## config.mk

```make
export PLATFORM = sky130hd
export DESIGN_NAME = push_button_conditioner_flat
export DESIGN_NICKNAME = d
export VERILOG_FILES = /design/src/rtl/stopwatch_pkg.sv /design/src/rtl/push_button_conditioner_if.sv /design/src/rtl/sync_2ff.sv /design/src/rtl/push_button_conditioner.sv /design/src/flat_wrapper.sv
export SDC_FILE = /design/constraint.sdc
export NUM_CORES = 1
export LEC_CHECK = 0
export BUFFER_PORTS_ARGS = -buffer_cell sky130_fd_sc_hd__buf_4
export CAP_MARGIN = 40
export CORE_ASPECT_RATIO = 0.75
export CORE_MARGIN = 10
export CORE_UTILIZATION = 60
export CTS_CLUSTER_SIZE = 25
export DETAILED_ROUTE_END_ITERATION = 8
export PLACE_DENSITY = 0.77
export SYNTH_ARGS = -nofsm -noshare
export SYNTH_HDL_FRONTEND = slang
export SYNTH_HIERARCHICAL = 1
export SYNTH_SLANG_ARGS = --single-unit
```

## constraint.sdc

```tcl
create_clock -name MAINCLOCK -period 2.4 [get_ports MAINCLOCK]
set_clock_uncertainty 0.15 [all_clocks]
set_input_delay 0.24 -clock MAINCLOCK [delete_from_list [all_inputs] [get_ports MAINCLOCK]]
set_output_delay 0.24 -clock MAINCLOCK [all_outputs]
set_load 0.02 [all_outputs]
```

## src/rtl/stopwatch_pkg.sv

```systemverilog
`default_nettype none
// ============================================================================
//  Module   : stopwatch_pkg
//  Purpose  : Shared stopwatch types and board-derived timing constants.
//  Revision : 1.0  initial release
// ============================================================================
package stopwatch_pkg;

    typedef enum logic [1:0] {
        IDLE         = 2'd0,
        PRESS_WAIT   = 2'd1,
        HELD         = 2'd2,
        RELEASE_WAIT = 2'd3
    } btn_state_t;

    localparam int unsigned CLK_HZ      = 100_000_000;
    localparam int unsigned DEBOUNCE_MS = 10;

    localparam int unsigned BTN_DEBOUNCE_CYCLES   = (CLK_HZ / 1000) * DEBOUNCE_MS;
    localparam int unsigned BTN_LONG_PRESS_CYCLES = 2 * CLK_HZ;
    localparam int unsigned BTN_REPEAT_CYCLES     = CLK_HZ / 4;

endpackage
`default_nettype wire

```

## src/rtl/push_button_conditioner_if.sv

```systemverilog
`default_nettype none
// ============================================================================
//  Module   : push_button_conditioner_if
//  Purpose  : Raw pad input and conditioned event outputs of one button.
//  Revision : 1.0  initial release
// ============================================================================
interface push_button_conditioner_if;

    logic BTN_RAW;
    logic BTN_LEVEL;
    logic BTN_PRESS;
    logic BTN_RELEASE;
    logic BTN_LONG;

    modport master (
        output BTN_RAW,
        input  BTN_LEVEL,
        input  BTN_PRESS,
        input  BTN_RELEASE,
        input  BTN_LONG
    );

    modport slave (
        input  BTN_RAW,
        output BTN_LEVEL,
        output BTN_PRESS,
        output BTN_RELEASE,
        output BTN_LONG
    );

endinterface
`default_nettype wire

```

## src/rtl/sync_2ff.sv

```systemverilog
`default_nettype none
// ============================================================================
//  Module   : sync_2ff
//  Purpose  : Two-flop synchroniser with synchronous active-high reset.
//  Revision : 1.0  initial release
// ============================================================================
module sync_2ff #(
    parameter int unsigned WIDTH = 1
) (
    input  logic             clk_i,
    input  logic             rst_i,
    input  logic [WIDTH-1:0] d_i,
    output logic [WIDTH-1:0] q_o
);

    logic [WIDTH-1:0] sync1_q;
    logic [WIDTH-1:0] sync2_q;

    always_ff @(posedge clk_i) begin
        if (rst_i) begin
            sync1_q <= '0;
            sync2_q <= '0;
        end else begin
            sync1_q <= d_i;
            sync2_q <= sync1_q;
        end
    end

    assign q_o = sync2_q;

endmodule
`default_nettype wire

```

## src/rtl/push_button_conditioner.sv

```systemverilog
`default_nettype none
// ============================================================================
//  Module   : push_button_conditioner
//  Purpose  : Synchronise, debounce and turn one pushbutton into press,
//             release and long-press pulses. BTN_AUTOREPEAT_EN adds repeats.
//  Revision : 1.0  initial release
// ============================================================================
module push_button_conditioner
    import stopwatch_pkg::*;
#(
    parameter int unsigned DEBOUNCE_CYCLES   = BTN_DEBOUNCE_CYCLES,
    parameter int unsigned LONG_PRESS_CYCLES = BTN_LONG_PRESS_CYCLES,
    parameter int unsigned REPEAT_CYCLES     = BTN_REPEAT_CYCLES
) (
    input  logic                            MAINCLOCK,
    input  logic                            RESET,
    push_button_conditioner_if.slave        btn_if
);

    localparam int unsigned DW = $clog2(DEBOUNCE_CYCLES + 1);
    localparam int unsigned HW = $clog2(LONG_PRESS_CYCLES + 1);
    localparam logic [DW-1:0] DCNT_LAST = DW'(DEBOUNCE_CYCLES - 1);
    localparam logic [HW-1:0] HCNT_LAST = HW'(LONG_PRESS_CYCLES - 1);
    localparam logic [HW-1:0] HCNT_MAX  = HW'(LONG_PRESS_CYCLES);

    if (DEBOUNCE_CYCLES < 2 || LONG_PRESS_CYCLES < 1 || REPEAT_CYCLES < 1) begin : g_param_check
        $error("push_button_conditioner: cycle parameters out of range");
    end

    logic          s;
    btn_state_t    state_q, state_d;
    logic [DW-1:0] dcnt_q, dcnt_d;
    logic [HW-1:0] hcnt_q, hcnt_d;
    logic          level_q, level_d;
    logic          press_q, press_d;
    logic          release_q, release_d;
    logic          long_q, long_d;
    logic          accept;
    logic          holding;
    logic          repeat_fire;

    sync_2ff #(
        .WIDTH (1)
    ) u_sync (
        .clk_i (MAINCLOCK),
        .rst_i (RESET),
        .d_i   (btn_if.BTN_RAW),
        .q_o   (s)
    );

    // A level change is accepted on the edge the counter would reach the limit.
    always_comb begin
        accept  = (s != level_q) && (dcnt_q == DCNT_LAST);
        level_d = accept ? ~level_q : level_q;
        dcnt_d  = '0;
        if (s != level_q && !accept) begin
            dcnt_d = dcnt_q + 1'b1;
        end
    end

    always_comb begin
        state_d   = state_q;
        press_d   = 1'b0;
        release_d = 1'b0;
        holding   = (state_q == HELD) || (state_q == RELEASE_WAIT);
        case (state_q)
            IDLE: begin
                if (s) state_d = PRESS_WAIT;
            end
            PRESS_WAIT: begin
                if (accept) begin
                    state_d = HELD;
                    press_d = 1'b1;
                end else if (!s) begin
                    state_d = IDLE;
                end
            end
            HELD: begin
                if (!s) state_d = RELEASE_WAIT;
            end
            RELEASE_WAIT: begin
                if (accept) begin
                    state_d   = IDLE;
                    release_d = 1'b1;
                end else if (s) begin
                    state_d = HELD;
                end
            end
            default: state_d = IDLE;
        endcase

        // Bounces back into HELD keep the hold count running.
        hcnt_d = hcnt_q;
        if (state_q == PRESS_WAIT && state_d == HELD) begin
            hcnt_d = '0;
        end else if (holding && hcnt_q != HCNT_MAX) begin
            hcnt_d = hcnt_q + 1'b1;
        end
        long_d = holding && (hcnt_q == HCNT_LAST) && !release_d;
    end

`ifdef BTN_AUTOREPEAT_EN
    localparam int unsigned RW = $clog2(REPEAT_CYCLES + 1);
    localparam logic [RW-1:0] RCNT_LAST = RW'(REPEAT_CYCLES - 1);

    logic [RW-1:0] rcnt_q, rcnt_d;

    // Repeats run only once the hold counter has saturated (after BTN_LONG).
    always_comb begin
        rcnt_d      = '0;
        repeat_fire = 1'b0;
        if (holding && hcnt_q == HCNT_MAX && !release_d) begin
            if (rcnt_q == RCNT_LAST) begin
                repeat_fire = 1'b1;
            end else begin
                rcnt_d = rcnt_q + 1'b1;
            end
        end
    end

    always_ff @(posedge MAINCLOCK) begin
        if (RESET) begin
            rcnt_q <= '0;
        end else begin
            rcnt_q <= rcnt_d;
        end
    end
`else
    assign repeat_fire = 1'b0;
`endif

    always_ff @(posedge MAINCLOCK) begin
        if (RESET) begin
            state_q   <= IDLE;
            dcnt_q    <= '0;
            hcnt_q    <= '0;
            level_q   <= 1'b0;
            press_q   <= 1'b0;
            release_q <= 1'b0;
            long_q    <= 1'b0;
        end else begin
            state_q   <= state_d;
            dcnt_q    <= dcnt_d;
            hcnt_q    <= hcnt_d;
            level_q   <= level_d;
            press_q   <= press_d | repeat_fire;
            release_q <= release_d;
            long_q    <= long_d;
        end
    end

    assign btn_if.BTN_LEVEL   = level_q;
    assign btn_if.BTN_PRESS   = press_q;
    assign btn_if.BTN_RELEASE = release_q;
    assign btn_if.BTN_LONG    = long_q;

endmodule
`default_nettype wire

```

## src/flat_wrapper.sv

```systemverilog
// flat-port wrapper written by rule: the top's interface ports become plain ports
module push_button_conditioner_flat import stopwatch_pkg::*;
#(
    parameter int unsigned DEBOUNCE_CYCLES   = BTN_DEBOUNCE_CYCLES,
    parameter int unsigned LONG_PRESS_CYCLES = BTN_LONG_PRESS_CYCLES,
    parameter int unsigned REPEAT_CYCLES     = BTN_REPEAT_CYCLES
)
  (MAINCLOCK, RESET, btn_if_BTN_RAW, btn_if_BTN_LEVEL, btn_if_BTN_PRESS, btn_if_BTN_RELEASE, btn_if_BTN_LONG);
  push_button_conditioner_if btn_if_i ();
  input  logic MAINCLOCK;
  input  logic RESET;
  input wire logic [$bits(btn_if_i.BTN_RAW)-1:0] btn_if_BTN_RAW;
  output wire logic [$bits(btn_if_i.BTN_LEVEL)-1:0] btn_if_BTN_LEVEL;
  output wire logic [$bits(btn_if_i.BTN_PRESS)-1:0] btn_if_BTN_PRESS;
  output wire logic [$bits(btn_if_i.BTN_RELEASE)-1:0] btn_if_BTN_RELEASE;
  output wire logic [$bits(btn_if_i.BTN_LONG)-1:0] btn_if_BTN_LONG;
  assign btn_if_i.BTN_RAW = btn_if_BTN_RAW;
  assign btn_if_BTN_LEVEL = btn_if_i.BTN_LEVEL;
  assign btn_if_BTN_PRESS = btn_if_i.BTN_PRESS;
  assign btn_if_BTN_RELEASE = btn_if_i.BTN_RELEASE;
  assign btn_if_BTN_LONG = btn_if_i.BTN_LONG;
  push_button_conditioner #(.DEBOUNCE_CYCLES(DEBOUNCE_CYCLES), .LONG_PRESS_CYCLES(LONG_PRESS_CYCLES), .REPEAT_CYCLES(REPEAT_CYCLES)) u_core (.MAINCLOCK(MAINCLOCK), .RESET(RESET), .btn_if(btn_if_i));
endmodule
```

; Word level (Yosys, flattened, before mapping)
; Cells that the tools add are included.
[totals]
wordCells = 44
ff_bits = 56
[op_classes]
bitwise_logic = 3
add_sub_neg = 2
reduce_logical = 13
n_eq_ne = 8
muxes = 9
[ops]
columns = cell, n
row1 = "adder 28 x 1 -> 28 bit, second input constant", 1
row2 = "equality test 28 bit, second input constant", 1
row3 = "!= test 28 bit, second input constant", 1
row4 = "adder 20 x 1 -> 20 bit, second input constant", 1
row5 = "equality test 20 bit, second input constant", 1
row6 = two-way mux 2 bit, 6
row7 = one-hot mux 2 bit (4 select lines), 1
row8 = "equality test 2 bit, second input constant", 3
row9 = logical AND 1 bit, 6
row10 = OR reduction 2 bit, 3
row11 = inverter 1 bit, 3
row12 = "equality test 2 x 1 -> 1 bit, second input constant", 1
row13 = logical NOT 1 bit, 2
row14 = logical NOT 2 bit, 1
row15 = two-way mux 1 bit, 2
row16 = logical OR 1 bit, 1
row17 = != test 1 bit, 1

; Depth between registers and ports, before layout
; Gate-level depths: netlist of the first run.
[depth]
depth_word = 7
depth_mapped = 8
mapped_depth_nobuf = 6

; Hierarchy
; Netlist of the first run, hierarchy kept.
[by_module_without_submodules]
columns = mod, area_per_inst_um2, cells_each, n_inst
row1 = push_button_conditioner, 2467.4, 282, 1
row2 = sync_2ff, 52.6, 4, 1

; Worst setup path before layout of the first run
; OpenSTA, ideal clock, no wires.
[synth_timing]
path_kind = flip-flop to flip-flop
from = register u_core.dcnt_q[0]
to = register u_core.hcnt_q[18]
path_buffers = 1
required_ps = 2135
path_stages_with_launch = 8
synth_period_minus_slack_ps = 2109
arrival_ps = 1844
setup_time_ps = 115
path_slack_ps = 291
path_cell_list = dfxtp_1 -> ha_1 -> inv_1 -> or2_4 -> or3_4 -> o31ai_4 -> buf_6 -> nor2_1
[synth_between]
elab_chain_cells = 7
[synth_rtl]
columns = element, line
row1 = from (decl), push_button_conditioner.sv:32  ; logic [DW-1:0] dcnt_q, dcnt_d;
row2 = from (signal assigned), push_button_conditioner.sv:143  ; dcnt_q <= dcnt_d;
row3 = equality test 20 bit *, push_button_conditioner.sv:53  ; accept = (s != level_q) && (dcnt_q == DCNT_LAST);
row4 = logical AND 1 bit *, push_button_conditioner.sv:53
row5 = "two-way mux 2 bit, on equally long branches", "push_button_conditioner.sv:82, push_button_conditioner.sv:71"
row6 = one-hot mux 2 bit (4 select lines) *, push_button_conditioner.sv:66  ; case (state_q)
row7 = equality test 2 bit *, push_button_conditioner.sv:94  ; if (state_q == PRESS_WAIT && state_d == HELD) begin
row8 = logical AND 1 bit *, push_button_conditioner.sv:94
row9 = OR reduction 2 bit (no line) *, -
row10 = to (signal assigned), push_button_conditioner.sv:144  ; hcnt_q <= hcnt_d;
row11 = to (decl), push_button_conditioner.sv:33  ; logic [HW-1:0] hcnt_q, hcnt_d;
; Mark *: on every way between the ends. The rest lies on a longest branch, timed or not.
; A chain may end at the register's enable or synchronous reset.

; Worst setup path after layout of the first run
[layout_timing]
from = register u_core.dcnt_q[0]
to = register u_core.state_q[1]
[layout_between]
elab_chain_cells = 4
[layout_rtl]
columns = element, line
row1 = equality test 20 bit *, push_button_conditioner.sv:53
row2 = logical AND 1 bit *, push_button_conditioner.sv:53
row3 = "two-way mux 2 bit, on equally long branches", "push_button_conditioner.sv:82, push_button_conditioner.sv:71"
row4 = one-hot mux 2 bit (4 select lines) *, push_button_conditioner.sv:66
row5 = to (signal assigned), push_button_conditioner.sv:142  ; state_q <= state_d;
row6 = to (decl), push_button_conditioner.sv:31  ; btn_state_t state_q, state_d;
; Marked as above.

==> run_results.csv, run 1 <==
group,metric,value,unit
outcome,status,"finished clean",
synth,synth.most_common_cell,"nor2_1",
placed_design,numPlacedInstances,346,
clocking,clk-insertion-delay-late,0.30,ns
sta,grt_setup_unrepaired,"no",
final_layout,fillers,326,
clocking,cts_resized,0,
routing,ant_nets,0,
routing,finalWirelength,4.706,mm
placed_design,gp_congestion,0.8320,
sta,setup_tns,0,ns
clocking,clk_transition_reported_paths,0.09,ns
floorplanning,start_util,0.6216,
routing,via_per_inst,5.425,
setup_path,rrSetupSlack,0.24,ns
routing,drc,0,
final_layout,ff_latch_area,1121,um^2
synth,synth_edf_count,0,
routing,vias,1926,
clocking,cts_inserted_buffers,5,
floorplanning,core_area,4054,um^2
synth,netlist_top_cells_count,"nor2_1, dfxtp_1, xor2_1",
floorplanning,die_w,94.83,um
placed_design,dp_hpwl,3.271,mm
synth,synth_nets,292,
final_layout,diodes,0,
clocking,cts_root_buf,"clkbuf_8",
sta,hold_viol,0,
synth,synth.distinct_cells,36,
synth,synth_area_leaders,"dfxtp_1, xor2_1, nor2_1, xnor2_1, nand3_1",
sta,slew_violations,0,
power_and_ir_drop,p_sw_frac,0.1947,
clocking,htree_levels,2,
global_route,grt_remaining_overflow,0,
synth,synth_largest_area_cell,"dfxtp_1",
final_layout,area_delta_synth_final,9.980,%
power_and_ir_drop,peakVddDrop,277.4,uV
setup_path,cpMaxStageDelayCell,"or3_1",
routing,wl_per_cell,13.26,um
synth,yosys_warnings,6,
final_layout,fin_cells,355,
setup_path,arrival,2.24,ns
power_and_ir_drop,seq_power_share,0.600,
clocking,clock_path_buffers,2,
global_route,grt_pass1_wl,8.142,mm
floorplanning,rows,20,
setup_path,start_kind,"register",
power_and_ir_drop,p_leak,0.9406,nW
sta,max_slew_margin,0.5986,
setup_path,required,2.49,ns
floorplanning,die_y,76.13,um
power_and_ir_drop,p_comb_frac,0.017,
global_route,grt_pass1_vias,1734,
global_route,antenna_found_initial,0,
clocking,tritoncts,"yes",
setup_path,critPathKind,"register to register",
synth,avgSynthCellArea,8.811,um^2
clocking,cts_num_sinks,56,
routing,drtIter0Drc,125,
synth,syn_inst,286,
sta,setup_violations,0,
power_and_ir_drop,p_per_area,561.0,nW/um^2
synth,ys.flop_type,"dfxtp_1",
global_route,grt_usage,0.1343,
synth,synth_seq_area_share,0.4449,
final_layout,drive_gt1_frac,0.09333,
min_path,min_path_type,"primary input to register",
synth,synth-async-reset-ratio,0,
synth,syn_area,2520,um^2
final_layout,multi_input_comb_area,1320,um^2
setup_path,crit_path_max_incr_delay,0.47,ns
floorplanning,die_area,7219,um^2
placed_design,io_buffers,6,
setup_path,end_kind,"register",
final_layout,nNetsFinal,305,
sta,max_freq,463.4,MHz
floorplanning,num_io_pins,7,
global_route,grt_max_degree,22,
power_and_ir_drop,switching_power,302.7,uW
sta,tightest_slew,0.5975,ns
power_and_ir_drop,p_clk_frac,0.383,
setup_path,worst-path-max-fanout,5,
synth,yosysTopAreaCellShare,0.4449,
sta,period_share,0.8992,
power_and_ir_drop,internal-power,1.252,mW
sta,fin_crit,2.158,ns
synth,ys_seq_elements,56,
routing,drtPass1Iterations,4,
setup_path,cp_cell_sequence,"ha_1 -> inv_1 -> or2_4 -> or3_1 -> or4_1 -> o21ai_0",
job,cap_violations,0,
-- power by group through the flow --
stage / logic (mW) / registers, mW / clock network, mW
finish: 0.0272 / 0.932 / 0.595
global route: 0.0297 / 0.933 / 0.655
detailed placement: 0.0256 / 0.954 / 0
CTS: 0.0271 / 0.932 / 0.612
floorplan: 0.0162 / 0.954 / 0
global placement: 0.0254 / 0.954 / 0
-- through the flow --
| step | total power, mW | worst slack (ns) | area, um^2 | hold slack, ns | utilization |
|---|---|---|---|---|---|
| finish | 1.555 | 0.2419 | 2771 | 0.01838 | 0.6836 |
| detailed placement | 0.9796 | 0.2811 | 2654 | 0.2871 | 0.6546 |
| floorplan | 0.9700 | 0.2911 | 2520 | 0.1616 | - |
| CTS | 1.572 | 0.2662 | 2771 | 0.01100 | 0.6836 |
| global placement | 0.9795 | 0.3380 | 2654 | 0.2878 | 0.6546 |
| global route | 1.618 | 0.1445 | 2771 | 0.03336 | 0.6836 |
-- state kept, by name, summed over array words and instances (netlist names) --
register / flops
u_core/btn_if.BTN_RELEASE: 1
u_core/hcnt_q: 28
u_core/btn_if.BTN_LEVEL: 1
u_core/btn_if.BTN_PRESS: 1
u_core/u_sync/q_o: 1
u_core/state_q: 2
u_core/u_sync/sync1_q: 1
u_core/btn_if.BTN_LONG: 1
u_core/dcnt_q: 20
-- worst paths after layout --
kind	from	end	cells after the start
worst max-delay path	u_core/dcnt_q[0]	u_core/state_q[1]	6
worst min-delay path	btn_if_BTN_RAW	u_core/u_sync/sync1_q	2
worst max register to register	u_core/dcnt_q[0]	u_core/state_q[1]	6
worst min register to register	u_core/u_sync/sync1_q	u_core/u_sync/q_o	1
-- layout by cell type, fill, tap and decap left out, drive strengths merged, types with 3 or more instances in the layout --
cell type,synthesis,routed
and3,6,6
and4,3,3
buf,6,14
clkbuf,3,6
dfxtp,56,56
ha,3,3
inv,7,7
nand2,17,17
nand3,22,22
nand4,16,16
nor2,58,58
nor2b,4,4
nor3,6,6
nor4,9,9
or3,5,5
or4,3,3
xnor2,17,17
xor2,28,28
-- what timing repair did --
action | in CTS | in global routing
endpoints found under the hold margin | 4 | 0
hold buffers | 1 | 0
buffers inserted | 0 | 0
-- worst max-delay path, delay by kind of cell, from the launching register on --
kind                       cells  cell delay [ns]
and+or+nand+nor                3             1.16
buffers and inverters          1             0.08
DFF                            1             0.38
AOI/OAI and AO/OA              1             0.08
adders and majority gates      1             0.24
-- cell families (layout without fill, tap and decap cells) --
| group | Yosys count | count (layout) | share of synthesized area |
|---|---|---|---|
| compound gates | 6 | 6 | 0.02383 |
| flops | 56 | 56 | 0.4449 |
| simple gates | 158 | 158 | 0.3208 |
| buf+inv | 16 | 30 | 0.03128 |
| xor+xnor | 45 | 45 | 0.1564 |
| mux | 2 | 2 | 0.007945 |
| fa+ha+maj | 3 | 3 | 0.01490 |
-- cell type report --
cell class	count	area share
clock inverters	2	0.01264
well taps	55	0.02483
flip-flops and latches	56	0.4045
clock buffers	6	0.02619
repair buffers	15	0.04605
multi-input cells	214	0.4763
inverters	7	0.009481
-- metal layers --
layer,up-vias,share of wire,GRT usage
li1,996,-,-
met1,895,0.54,0.2038
met2,28,0.42,0.1788
met3,7,0.039,0.03543
met4,0,0.0083,0.03433
met5,-,0,0
(Power assumes the default switching activity.)
==> run 2: changes to the inputs <==
Settings changed: PLACE_DENSITY 0.77 to unset, PLACE_DENSITY_LB_ADDON set to 0.3.
==> run 2 against run 1 <==
Flip-flop and latch count unchanged; final area down 0.68%; largest power group unchanged; register-to-register slack gained 0.04 ns; sequential share of layout area up 0.28 points; critical path type unchanged; combinational power decreased by 6%; via count rose by 1.5%; cell count down 0.56%; critical endpoint unchanged; worst hold slack lost 0.011 ns.
==> run_results.csv, run 2 (synthesized netlist as in run 1, its figures left out) <==
group,metric,value,unit
routing,drc,0,
global_route,grt_usage,0.1350,
sta,slew_violations,0,
global_route,grt_pass1_wl,8.238,mm
setup_path,crit_path_max_incr_delay,0.46,ns
sta,max_slew_margin,0.6053,
placed_design,dp_hpwl,3.272,mm
routing,drtPass1Iterations,4,
floorplanning,die_w,94.83,um
final_layout,max_flop_register,"u_core/hcnt_q",
clocking,htree_levels,2,
final_layout,largestRegisters,"u_core/hcnt_q: 28 flops, u_core/dcnt_q: 20 flops, u_core/state_q: 2 flops",
floorplanning,num_io_pins,7,
final_layout,final_common_cell,"nor2_1",
floorplanning,die_area,7219,um^2
clocking,cts_resized,0,
setup_path,worst-path-max-fanout,5,
routing,drtIter0Drc,145,
placed_design,placed_area,2646,um^2
clocking,cts_num_sinks,56,
setup_path,cp_cell_sequence,"ha_1 -> inv_1 -> or2_4 -> or3_1 -> or4_1 -> o21ai_0",
clocking,cts_root_buf,"clkbuf_8",
floorplanning,start_util,0.6216,
final_layout,diodes,0,
setup_path,rrSetupSlack,0.28,ns
final_layout,drive_gt1_frac,0.09060,
job,cap_violations,0,
outcome,status,"finished clean",
routing,finalWirelength,4.613,mm
sta,tightest_slew,0.5856,ns
power_and_ir_drop,p_per_area,542.4,nW/um^2
setup_path,start_kind,"register",
clocking,postCtsSetupBuffers,0,
power_and_ir_drop,finalPower,1.493,mW
sta,period_share,0.8827,
sta,setup_tns,0,ns
global_route,grt_max_degree,29,
routing,ant_nets,0,
setup_path,worstPathBufferInverterCount,1,
final_layout,largest_register_ffs,28,
sta,hold_viol,0,
sta,setup_ws,0.2816,ns
setup_path,critPathKind,"register to register",
setup_path,critical-path-top-delay-family,"simple AND/OR/NAND/NOR gates",
sta,whs,0.007507,ns
sta,fin_crit,2.118,ns
sta,grt_setup_unrepaired,"no",
placed_design,io_buffers,6,
power_and_ir_drop,p_leak,0.9309,nW
setup_path,arrival,2.20,ns
floorplanning,core_area,4054,um^2
routing,wl_per_cell,13.07,um
floorplanning,die_y,76.13,um
global_route,antenna_found_initial,0,
placed_design,gp_congestion,0.8195,
clocking,tritoncts,"yes",
clocking,clk_transition_reported_paths,0.09,ns
setup_path,required,2.48,ns
clocking,cts_inserted_buffers,5,
routing,vias,1954,
routing,via_per_inst,5.535,
final_layout,nNetsFinal,304,
clocking,clock_path_buffers,2,
final_layout,final_cell_mix,"nor2_1, dfxtp_1, xor2_1, nand3_1",
placed_design,dpl_worst_slack,0.2952,ns
sta,setup_violations,0,
final_layout,final_area,2753,um^2
setup_path,end_kind,"register",
setup_path,cpMaxStageDelayCell,"or3_1",
power_and_ir_drop,peakVddDrop,271.9,uV
clocking,clk-insertion-delay-late,0.30,ns
global_route,grt_pass1_vias,1793,
sta,max_freq,472.1,MHz
global_route,grt_remaining_overflow,0,
floorplanning,rows,20,
final_layout,area_delta_synth_final,9.235,%
min_path,min_path_type,"primary input to register",
[run 2: cell types whose count changed in the layout (fill, tap and decap cells not counted)]
| cell | before | now |
|---|---|---|
| buf_4 | 13 | 12 |
| bufinv_16 | 1 | 0 |
| clkbuf_1 | 1 | 0 |
| clkbuf_8 | 5 | 7 |
| clkinv_2 | 1 | 0 |
[run 2: final cells by class]
cell class	instances	area, um^2
Inverter	7	26.28
Tap cell	55	68.82
Sequential cell	56	1121
Clock buffer	7	96.34
Timing Repair Buffer	14	120.1
Multi-Input combinational cell	214	1320
Fill cell	311	1301
[run 2: path summary, 6_finish.rpt]
kind                                       start                     to  cells after the start
worst max-delay path            u_core/dcnt_q[0]      u_core/state_q[1]                      6
worst min register to register  u_core/dcnt_q[0]       u_core/dcnt_q[0]                      1
worst max register to register  u_core/dcnt_q[0]      u_core/state_q[1]                      6
worst min-delay path              btn_if_BTN_RAW  u_core/u_sync/sync1_q                      2
[run 2: stage by stage]
stage | util | instances
floorplan | - | 286
global placement | 0.6528 | 345
detailed placement | 0.6528 | 345
CTS | 0.6790 | 353
global route | 0.6790 | 353
finish | 0.6790 | 353
[run 2: layer usage]
| layer | vias up | track usage | routed length, um |
|---|---|---|---|
| li1 | 992 | - | - |
| met1 | 913 | 0.1985 | 2409 |
| met2 | 44 | 0.1897 | 1900 |
| met3 | 5 | 0.03937 | 272 |
| met4 | 0 | 0.02388 | 29 |
| met5 | - | 0 | 0 |
[run 2: where the power goes]
part,total (mW),internal (mW),switching [mW]
Combinational,0.0255,0.0103,0.0153
Clock,0.535,0.258,0.278
Sequential,0.932,0.931,0.00167
[run 2: repair_timing]
action                                  in CTS  in global routing
endpoints found under the setup margin       0                  0
hold endpoints to repair                     3                  0
hold buffers                                 1                  0
